File: src/rtl/morse_rx_core.sv
// Morse receiver core: turns debounced button presses and external timer flags
// into decoded character strobes (A..Z = 0..25, 0..9 = 26..35, space = 36, unknown = 63).
//
// state     | meaning
// IDLE      | waiting for the first press of a character
// PRESS     | button held; dash timer and press-too-long timer running
// LOCKOUT   | press timed out; wait for release, discard the character
// GAP       | between elements; inter-character timer running
// EMIT      | character strobe visible; buffer is cleared here
// WORD_WAIT | after a character; word timer running
module morse_rx_core (
    input  logic       clk_100MHz,
    input  logic       reset,
    input  logic       user_btn,
    input  logic       btn_to,
    input  logic       dash_to,
    input  logic       inter_to,
    input  logic       word_to,
    output logic       btn_to_res,
    output logic       dash_to_res,
    output logic       inter_to_res,
    output logic       word_to_res,
    output logic [5:0] char_data,
    output logic       char_valid
);

    typedef enum logic [2:0] {
        S_IDLE,
        S_PRESS,
        S_LOCKOUT,
        S_GAP,
        S_EMIT,
        S_WORD_WAIT
    } state_t;

    localparam logic [5:0] CODE_SPACE   = 6'd36;
    localparam logic [5:0] CODE_INVALID = 6'd63;
    localparam logic [2:0] CNT_MAX      = 3'd6;

    state_t     r_state;
    state_t     w_next;
    logic [4:0] r_buf;
    logic [2:0] r_cnt;
    logic [5:0] r_char_data;
    logic       r_char_valid;
    logic [5:0] w_code;

    always_ff @(posedge clk_100MHz) begin
        if (reset) begin
            r_state <= S_IDLE;
        end else begin
            r_state <= w_next;
        end
    end

    always_comb begin
        w_next = r_state;
        case (r_state)
            S_IDLE: begin
                if (user_btn) w_next = S_PRESS;
            end
            S_PRESS: begin
                if (btn_to)         w_next = S_LOCKOUT;
                else if (!user_btn) w_next = S_GAP;
            end
            S_LOCKOUT: begin
                if (!user_btn) w_next = S_IDLE;
            end
            S_GAP: begin
                if (inter_to)      w_next = S_EMIT;
                else if (user_btn) w_next = S_PRESS;
            end
            S_EMIT: begin
                w_next = user_btn ? S_PRESS : S_WORD_WAIT;
            end
            S_WORD_WAIT: begin
                if (user_btn)     w_next = S_PRESS;
                else if (word_to) w_next = S_IDLE;
            end
            default: w_next = S_IDLE;
        endcase
    end

    always_comb begin
        btn_to_res   = 1'b1;
        dash_to_res  = 1'b1;
        inter_to_res = 1'b1;
        word_to_res  = 1'b1;
        case (r_state)
            S_PRESS: begin
                btn_to_res  = 1'b0;
                dash_to_res = 1'b0;
            end
            S_GAP:       inter_to_res = 1'b0;
            S_WORD_WAIT: word_to_res  = 1'b0;
            default: ;
        endcase
    end

    // The strobe is registered on the edge entering EMIT so it is high while in EMIT.
    always_ff @(posedge clk_100MHz) begin
        if (reset) begin
            r_buf        <= '0;
            r_cnt        <= '0;
            r_char_data  <= '0;
            r_char_valid <= 1'b0;
        end else begin
            r_char_valid <= 1'b0;
            case (r_state)
                S_PRESS: begin
                    if (btn_to) begin
                        r_buf <= '0;
                        r_cnt <= '0;
                    end else if (!user_btn) begin
                        r_buf <= {r_buf[3:0], dash_to};
                        r_cnt <= (r_cnt == CNT_MAX) ? CNT_MAX : r_cnt + 3'd1;
                    end
                end
                S_GAP: begin
                    if (inter_to) begin
                        r_char_data  <= w_code;
                        r_char_valid <= 1'b1;
                    end
                end
                S_EMIT: begin
                    r_buf <= '0;
                    r_cnt <= '0;
                end
                S_WORD_WAIT: begin
                    if (!user_btn && word_to) begin
                        r_char_data  <= CODE_SPACE;
                        r_char_valid <= 1'b1;
                    end
                end
                default: ;
            endcase
        end
    end

    // Key is {element count, elements}; first element sits at bit (count-1).
    always_comb begin
        w_code = CODE_INVALID;
        case ({r_cnt, r_buf})
            {3'd1, 5'b00000}: w_code = 6'd4;
            {3'd1, 5'b00001}: w_code = 6'd19;
            {3'd2, 5'b00001}: w_code = 6'd0;
            {3'd2, 5'b00000}: w_code = 6'd8;
            {3'd2, 5'b00011}: w_code = 6'd12;
            {3'd2, 5'b00010}: w_code = 6'd13;
            {3'd3, 5'b00100}: w_code = 6'd3;
            {3'd3, 5'b00110}: w_code = 6'd6;
            {3'd3, 5'b00101}: w_code = 6'd10;
            {3'd3, 5'b00111}: w_code = 6'd14;
            {3'd3, 5'b00010}: w_code = 6'd17;
            {3'd3, 5'b00000}: w_code = 6'd18;
            {3'd3, 5'b00001}: w_code = 6'd20;
            {3'd3, 5'b00011}: w_code = 6'd22;
            {3'd4, 5'b01000}: w_code = 6'd1;
            {3'd4, 5'b01010}: w_code = 6'd2;
            {3'd4, 5'b00010}: w_code = 6'd5;
            {3'd4, 5'b00000}: w_code = 6'd7;
            {3'd4, 5'b00111}: w_code = 6'd9;
            {3'd4, 5'b00100}: w_code = 6'd11;
            {3'd4, 5'b00110}: w_code = 6'd15;
            {3'd4, 5'b01101}: w_code = 6'd16;
            {3'd4, 5'b00001}: w_code = 6'd21;
            {3'd4, 5'b01001}: w_code = 6'd23;
            {3'd4, 5'b01011}: w_code = 6'd24;
            {3'd4, 5'b01100}: w_code = 6'd25;
            {3'd5, 5'b11111}: w_code = 6'd26;
            {3'd5, 5'b01111}: w_code = 6'd27;
            {3'd5, 5'b00111}: w_code = 6'd28;
            {3'd5, 5'b00011}: w_code = 6'd29;
            {3'd5, 5'b00001}: w_code = 6'd30;
            {3'd5, 5'b00000}: w_code = 6'd31;
            {3'd5, 5'b10000}: w_code = 6'd32;
            {3'd5, 5'b11000}: w_code = 6'd33;
            {3'd5, 5'b11100}: w_code = 6'd34;
            {3'd5, 5'b11110}: w_code = 6'd35;
            default:          w_code = CODE_INVALID;
        endcase
    end

    assign char_data  = r_char_data;
    assign char_valid = r_char_valid;

endmodule

File: config.mk
export PLATFORM = sky130hd
export DESIGN_NAME = morse_rx_core
export DESIGN_NICKNAME = d
export VERILOG_FILES = /design/src/rtl/morse_rx_core.sv
export SDC_FILE = /design/constraint.sdc
export NUM_CORES = 1
export LEC_CHECK = 0
export ABC_AREA = 1
export CAP_MARGIN = 10
export CORE_MARGIN = 5
export CORE_UTILIZATION = 60
export CTS_CLUSTER_DIAMETER = 150
export CTS_CLUSTER_SIZE = 14
export DETAILED_ROUTE_END_ITERATION = 8
export MAX_ROUTING_LAYER = met4
export PLACE_DENSITY = 0.85
export SYNTH_ARGS = -nofsm -noshare
export SYNTH_HDL_FRONTEND = slang
export SYNTH_SLANG_ARGS = --single-unit
File: constraint.sdc
create_clock -name clk_100MHz -period 2.7 [get_ports clk_100MHz]
set_clock_uncertainty 0.05 [all_clocks]
set_input_delay 0.405 -clock clk_100MHz [delete_from_list [all_inputs] [get_ports clk_100MHz]]
set_output_delay 0.405 -clock clk_100MHz [all_outputs]
set_load 0.02 [all_outputs]
==> impl_results.md <==
* Clock Pin Slew Worst Setup and Hold Paths at 100 ps
* Top cells by area in the synthesized netlist: dfxtp_1 (24%), nand2_1 (19%), nor2_1 (9.2%), nand3_1 (6.6%), inv_1 (5.9%)
* Post-CTS Setup Repair Bufs at 0
* Fin. Hold Viols at 0
* Crit end category: output port
* Yosys top cell area share at 0.238
* Leak at 0.812 nW
* Hold Crit Start: char_data[0]
* Root buffer cell: clkbuf_4
* Total GRT Usage at 0.230
* Die area at 3630 µm²
* Warnings from Yosys at 0
* First-pass GRT wire length at 6310 µm
* CP Data Required Time at 2250 ps
* CP max FO at 4
* Detailed router's first-iteration violation count at 106
* Post-route DRC at 0
* Number of routed nets with antenna violations at 0
* CP Launch Point: r_state[0]
* Detailed placement HPWL at 2980 µm
* Peak Freq at 477 MHz
* Layout Nets at 280
* Final Cycle Share at 0.777
* Ports at 18
* Syn Std Cell Area at 1520 µm²
* Htree depth at 1
* Max incr delay on CP at 540 ps
* Drt total wl at 3740 µm
* Post-synthesis cell count at 254
* Initial antenna violation count at 0
* Synth cell types at 30
* Setup TNS Final at 0 ps
* Vias/cell at 5.59
* Final Util at 0.699
* CTS buffer count at 3
* Commonest non-fill, non-tap cell in the layout: nand2_1
* Commonest non-fill, non-tap cells in the layout: nand2_1 (75), nor2_1 (37), inv_1 (24)
* Slowest cell on crit path: clkdlybuf4s50_1
* CP Buf/Inv Count at 4
* Grt met3 use at 0.0346
* # port buffers at 17
* Busiest layer in global routing: met2
* Hold buffer count at CTS at 0
* Max cap viols at 0
* CTS resizes at 0
* Power, Total at 0.000670 W
* Vias in the first global route at 1497
* Core ar. at 2450 µm²
* Worst-margin pin slew at 429 ps
* Delay-heaviest family, CP: buffers and inverters
* Layout cell share with drive strength beyond 1 at 0.144
* Max VDD drop at 0.294 mV
* Worst skew pair latency at 290 ps
* # fillers at 235
* #FFs+latches synth at 18
* Slew Limit Fails at 0
* Clock Tree Buf Depth at 2
* Pwr dens at 391 nW/µm²
* Placer Congestion at 1.00
* Critical-path cell list: inv_2, nor2_2, inv_2, nor2_2, inv_1, clkdlybuf4s50_1
* Initial Utilization at 0.617
* RSZ-0062 raised after global routing: false
* DR pass1 iterations at 4
* Met1 Use GR at 0.290
* Crit Path Class: flip-flop to output port
* FF-to-FF setup slack at 920 ps
* CTS tree: yes
* Vias at 1678
* Die height at 60.3 µm
* Smallest hold slack at 433 ps
* Reg2reg start: r_buf[1]
* Row count at 18
* WP data arrival at 1640 ps
* Pin count of the biggest net entering global routing at 15
* Worst slew margin relative to its limit at 0.713
* CP Launch Type: flip-flop
* Avg Cell Area, Syn at 5.97 µm²
* Die width at 60.3 µm
* Syn_nets at 263
* Clock period minus worst slack at 2100 ps
* Total grt overflow at 0
* WL/cell at 12.5 µm
* Met2 Resource Use GR at 0.360
* # diodes at 0
* Post-synth top area cell: dfxtp_1
* Status: completed
* Area grow syn2layout at 13.3%
* Count of final setup violators at 0
* Sequential area share after synthesis at 0.238
* Worst min-delay path class: flip-flop to flip-flop
* Num Clock Sinks at 18
[layer usage]
layer  up-vias  wire length (µm)
li1        855                 -
met1       733              1690
met2        76              1660
met3        14               260
met4         0               128
met5         -                 0
[registers in the layout, indices dropped and copies added, names as in the netlist]
| register | count |
|---|---|
| char_data | 6 |
| r_buf | 5 |
| r_cnt | 3 |
| r_state | 3 |
| char_valid | 1 |
[logic make-up after synthesis]
kind of cell | Yosys count | synth area share
AO/OA/AOI/OAI | 36 | 0.153
adder cells (fa/ha/maj) | 2 | 0.0165
buffers and inverters | 39 | 0.115
flip-flops | 18 | 0.238
AND/OR/NAND/NOR | 159 | 0.478
[worst register-to-register path, stage by stage (launching register included)]
cell and delay (ps):
dfxtp_1 570, inv_1 170, nand2_1 140, nor2_1 50, o21ai_0 280, nand3_1 120
nor2_1 150, nand2_1 70, nand2_1 60, a21oi_2 40
[cells in the mapped netlist (all sizes together)]
cell     count
a211oi       6
a21oi       14
a311oi       1
a31oi        3
buf          5
clkbuf       1
dfxtp       18
ha           2
inv         33
nand2       81
nand3       23
nand4        5
nor2        48
nor3         1
nor4         1
o2111ai      1
o21ai        9
o21bai       1
o221ai       1
[worst paths after layout]
| kind | to | cells past startpoint |
|---|---|---|
| setup / recovery | btn_to_res | 6 |
| hold / removal | char_data[0] | 2 |
| hold reg to reg | char_data[0] | 2 |
| setup reg to reg | char_data[0] | 9 |
[final cells by class]
class                   count  area, µm²  share of cell area
well taps                  30       37.5              0.0219
clock buffers               4       36.3              0.0211
inverters                  33        124              0.0722
flip-flops and latches     18        360               0.210
repair buffers             18        178               0.103
multi-input cells         197        981               0.571
[stage by stage]
step / instance area, µm² / instances / worst slack [ps]
4_1_cts: 1720 / 300 / 601
6_report: 1720 / 300 / 603
2_1_floorplan: 1520 / 254 / 1260
3_3_place_gp: 1680 / 296 / 890
5_1_grt: 1720 / 300 / 482
3_5_place_dp: 1680 / 296 / 860
[where the power goes]
part	switching, W	total, W	internal (W)	leakage [nW]
registers	0.0000287	0.000310	0.000281	0.146
clock network	0.0000817	0.000164	0.0000821	0.0210
logic	0.000130	0.000197	0.0000672	0.645
No activity file was read; power rests on OpenSTA's default activity.
==> RTL change 1 (same flow settings) <==
Register the output `char_data` once more, cleared by the reset; this adds one clock of latency there. The other outputs are not delayed to match.
--- a/src/rtl/morse_rx_core.sv
+++ b/src/rtl/morse_rx_core.sv
@@ -181,7 +181,13 @@
         endcase
     end
 
-    assign char_data  = r_char_data;
+    always_ff @(posedge clk_100MHz) begin
+        if (reset) begin
+            char_data <= '0;
+        end else begin
+            char_data <= r_char_data;
+        end
+    end
     assign char_valid = r_char_valid;
 
 endmodule
Check against the original RTL: not equivalent (a bounded check fails within 4 cycles, from zero or initial values and one cycle with reset high).
==> RTL change 1 against the original RTL <==
- sequential share of layout area is 4.8 points higher
- sequential cell count grew 6
- total power is 45% higher
- largest power group unchanged
- critical path type unchanged
- area after synthesis grew 9.1%
- setup slack got worse by 77 ps
- wire length increased by 3.9%
- cell area increased by 8.5%
==> RTL change 1: results <==
set metrics [dict create \
    status "complete, no violations" \
    multi_input_gates 201 \
    placed_cells 303 \
    regArea_um2 480.5 \
    crit_fanout 6 \
    crit_start "r_state[1]$_SDFFE_PP0P_" \
    timing.rr.end "r_char_data[0]$_SDFFE_PP0P_" \
    pg_seq_uw 418 \
    tapCellCount 31 \
    fillerInstances 241 \
    hold_end "char_data[5]$_SDFF_PP0_" \
    swShare 0.3573 \
    worstPathArrival_ps 1720 \
    finalWeightedCongestion 0.9979 \
    worstHoldStart "r_char_data[5]$_SDFFE_PP0P_" \
    r2r_cells 10 \
    synth_area_leaders "dfxtp_1, nand2_1, nor2_1" \
    largestRegisters "char_data: 6 flops, r_char_data: 6 flops, r_buf: 5 flops" \
    synthFlopType "dfxtp_1" \
    clkbuf_count 3 \
    grt_first_pass_wirelength_um 6803 \
    syn_area_per_cell_um2 6.333 \
    finalNetCount 286 \
    clk_pin_slew_ps 140 \
    multi_input_area_share 0.5383 \
    n_all_buffers 17 \
    fin_crit_ps 2174 \
    grt_pass1_vias 1555 \
    avgViaCountPerCell 5.537 \
    synth_top_cells_by_count "nand2_1, nor2_1, dfxtp_1" \
    crit_end "word_to_res" \
    synthArstFlopShare 0 \
    finalCoreUtilization 0.6931 \
    power_frac_seq 0.429 \
    drt-total-wl_um 3882 \
    hpwl_um 3056 \
    post_drt_wl_per_cell_um 12.64 \
    clk_share 0.02823 \
    insertion_delay_ps 320 \
    nFlopsAndLatches 24 \
    num-nonclk-inverters 30 \
    ys_types 29 \
    cpPeakStageDelay_ps 650 \
    grt_use_total 0.2118 \
    tightest_slew_ps 824.0 \
    p_clk_uw 259 \
    drive_gt1_frac 0.1304 \
    syn-num-nets 270 \
    ys_seq_area_frac 0.2907 \
    placed_area_um2 1809 \
    p_leak_uw 0.0008584 \
    grt_max_degree 20 \
    layout.nonclk_buf_frac 0.09140 \
    antenna_found_initial 0 \
    r2r-start "r_buf[0]$_SDFFE_PP0P_" \
    timing.hold.ws_ps 385.6 \
    ir_drop_mv 0.5178 \
    drtIter0Drc 101 \
    dp_slack_ps 737.3 \
]
## RTL change 1: cell count changes after synthesis, moves of 2 or more
cell / delta
nor2_1: +14
nor2_2: -7
a211oi_2: +6
dfxtp_1: +6
a211oi_1: -5
a21oi_2: -4
inv_1: -4
a21oi_1: +3
nand2_1: -3
o21ai_1: -3
a31oi_1: -2
nand4_1: +2
nor3_1: +2
o211ai_1: +2
## RTL change 1: layer usage
layer,GRT usage,wire length [um],up-vias
met5,-,0,-
met4,0.03714,55,0
met2,0.3523,1841,69
met3,0.04317,246,8
met1,0.2678,1738,738
li1,-,-,885
## RTL change 1: cells by family after synthesis
logic type	Yosys count	synth area share
and+or+nand+nor	168	0.4580
buffers and inverters	36	0.1029
AOI/OAI and AO/OA	31	0.1332
DFF	24	0.2907
adders and majority gates	2	0.01514
## RTL change 1: tightest hold or removal path, stage by stage, from the launching register on
cell	delay (ps)
dfxtp_1	320
inv_1	40
nor2_1	40
==> RTL change 2 (same settings) <==
Without the edit above. Set the localparam `CNT_MAX` to 3'd3 (it was 3'd6).
--- a/src/rtl/morse_rx_core.sv
+++ b/src/rtl/morse_rx_core.sv
@@ -35,7 +35,7 @@
 
     localparam logic [5:0] CODE_SPACE   = 6'd36;
     localparam logic [5:0] CODE_INVALID = 6'd63;
-    localparam logic [2:0] CNT_MAX      = 3'd6;
+    localparam logic [2:0] CNT_MAX      = 3'd3;
 
     state_t     r_state;
     state_t     w_next;
Formal check against the unedited RTL: not equivalent (a bounded check fails within 10 cycles, from zero or initial values and one cycle with reset high).
==> RTL change 2 against the original RTL <==
- global-route usage rose by 3.5 points
- setup slack worse by 130 ps
- wire length is 13% higher
- sequential cell count unchanged
- area after synthesis fell by 4.0%
- sequential share of layout area up 0.63 points
- via count grew 3.6%
- total power rose by 2.2%
- cell area shrank 2.9%
- largest cell class unchanged
- highest routed layer unchanged
==> RTL change 2: results <==
set metrics [dict create \
    grt_use_met1 0.3478 \
    placed_area_um2 1630 \
    grt_pass1_vias 1592 \
    layout_setup_ws_ps 470.1 \
    ys_types 33 \
    worstPathArrival_ps 1770 \
    cts_buffers 3 \
    avgViaCountPerCell 5.875 \
    cts.repair_timing.setup_buffer_count 0 \
    largest_register_ffs 6 \
    routedLengthMet1_um 1806 \
    route.met3.wl_um 372 \
    synth_top_cells_by_count "nand2_1, nor2_1, inv_1" \
    post_drt_wl_per_cell_um 14.22 \
    dp_slack_ps 709.2 \
    status "complete, no violations" \
    use_met3 0.05011 \
    cpPeakStageDelay_ps 550 \
    grt_max_degree 13 \
    antenna_found_initial 0 \
    syn_area_per_cell_um2 5.769 \
    highest_layer "met4" \
    p_leak_uw 0.0007445 \
    synth_area_leaders "dfxtp_1, nand2_1, nor2_1" \
    grt_util_met2 0.3916 \
    crit_fanout 4 \
    fillerInstances 183 \
    finalNetCount 277 \
    wl_met2_um 1913 \
    regArea_um2 360.3 \
    synthAdderAreaFrac 0.008606 \
    hold_class "reg2reg" \
    drtIter0Drc 88 \
    cp_top_family "buffers and inverters" \
    timing.hold.ws_ps 445.2 \
    yosysWarnings 0 \
    syn-num-nets 260 \
    insertion_delay_ps 300 \
    synth_compound_area_frac 0.1936 \
    grt_first_pass_wirelength_um 7086 \
    slowest_stage "clkdlybuf4s50_1" \
    ir_drop_mv 0.3208 \
    synthArstFlopShare 0 \
    finalWeightedCongestion 0.9958 \
    firstDrtPassIters 8 \
    maxSlewHeadroom 0.7418 \
    grt_use_total 0.2649 \
    fin_cells 296 \
    placed_cells 292 \
    hpwl_um 3212 \
    io_buffers 17 \
    regToRegSetupSlack_ps 810 \
    root_buffer "clkbuf_4" \
    clk_pin_slew_ps 110 \
    clockBufferDepth 2 \
    post_cts_resized 0 \
    p_switching_uw 251.0 \
    ys_seq_area_frac 0.2478 \
    drive_gt1_frac 0.1082 \
]
RTL change 2: changes by cell type after synthesis, sizes merged, moves of 2 or more:
cell | before | now
nand3 | 23 | 18
nor3 | 1 | 3
a21oi | 14 | 19
o21ai | 9 | 17
buf | 5 | 7
a31oi | 3 | 1
nand2 | 81 | 69
RTL change 2: layout make-up:
class                           instances  share of cell area
Timing Repair Buffer                   20              0.1156
Inverter                               32             0.07207
Clock buffer                            4             0.02177
Multi-Input combinational cell        194              0.5533
Tap cell                               28             0.02102
Sequential cell                        18              0.2162
RTL change 2: cells by family (layout without fill, tap and decap cells):
| logic type | Yosys count | in the layout |
|---|---|---|
| AO/OA/AOI/OAI | 47 | 47 |
| adder cells (fa/ha/maj) | 1 | 1 |
| buffers and inverters | 40 | 56 |
| flip-flops | 18 | 18 |
| AND/OR/NAND/NOR | 146 | 146 |
RTL change 2: worst paths after layout:
| path | start | endpoint | cells past startpoint |
|---|---|---|---|
| max reg2reg | r_buf[2]$_SDFFE_PP0P_ | char_data[4]$_SDFFE_PP0P_ | 12 |
| min | char_data[1]$_SDFFE_PP0P_ | char_data[1]$_SDFFE_PP0P_ | 2 |
| min reg2reg | char_data[1]$_SDFFE_PP0P_ | char_data[1]$_SDFFE_PP0P_ | 2 |
| max | r_state[2]$_SDFFE_PP0P_ | btn_to_res | 5 |
RTL change 2: power groups by stage:
| stage | clock [uW] | combinational (uW) | sequential (uW) |
|---|---|---|---|
| floorplan | 0 | 154 | 306 |
| global placement | 0 | 194 | 317 |
| detailed placement | 0 | 196 | 318 |
| CTS | 170 | 198 | 312 |
| global route | 181 | 223 | 317 |
| finish | 169 | 203 | 314 |
RTL change 2: tightest hold or removal path, cell delays in order, from the launching register on:
cell	delay (ps)
dfxtp_1	330
nand2_1	80
a21oi_2	50
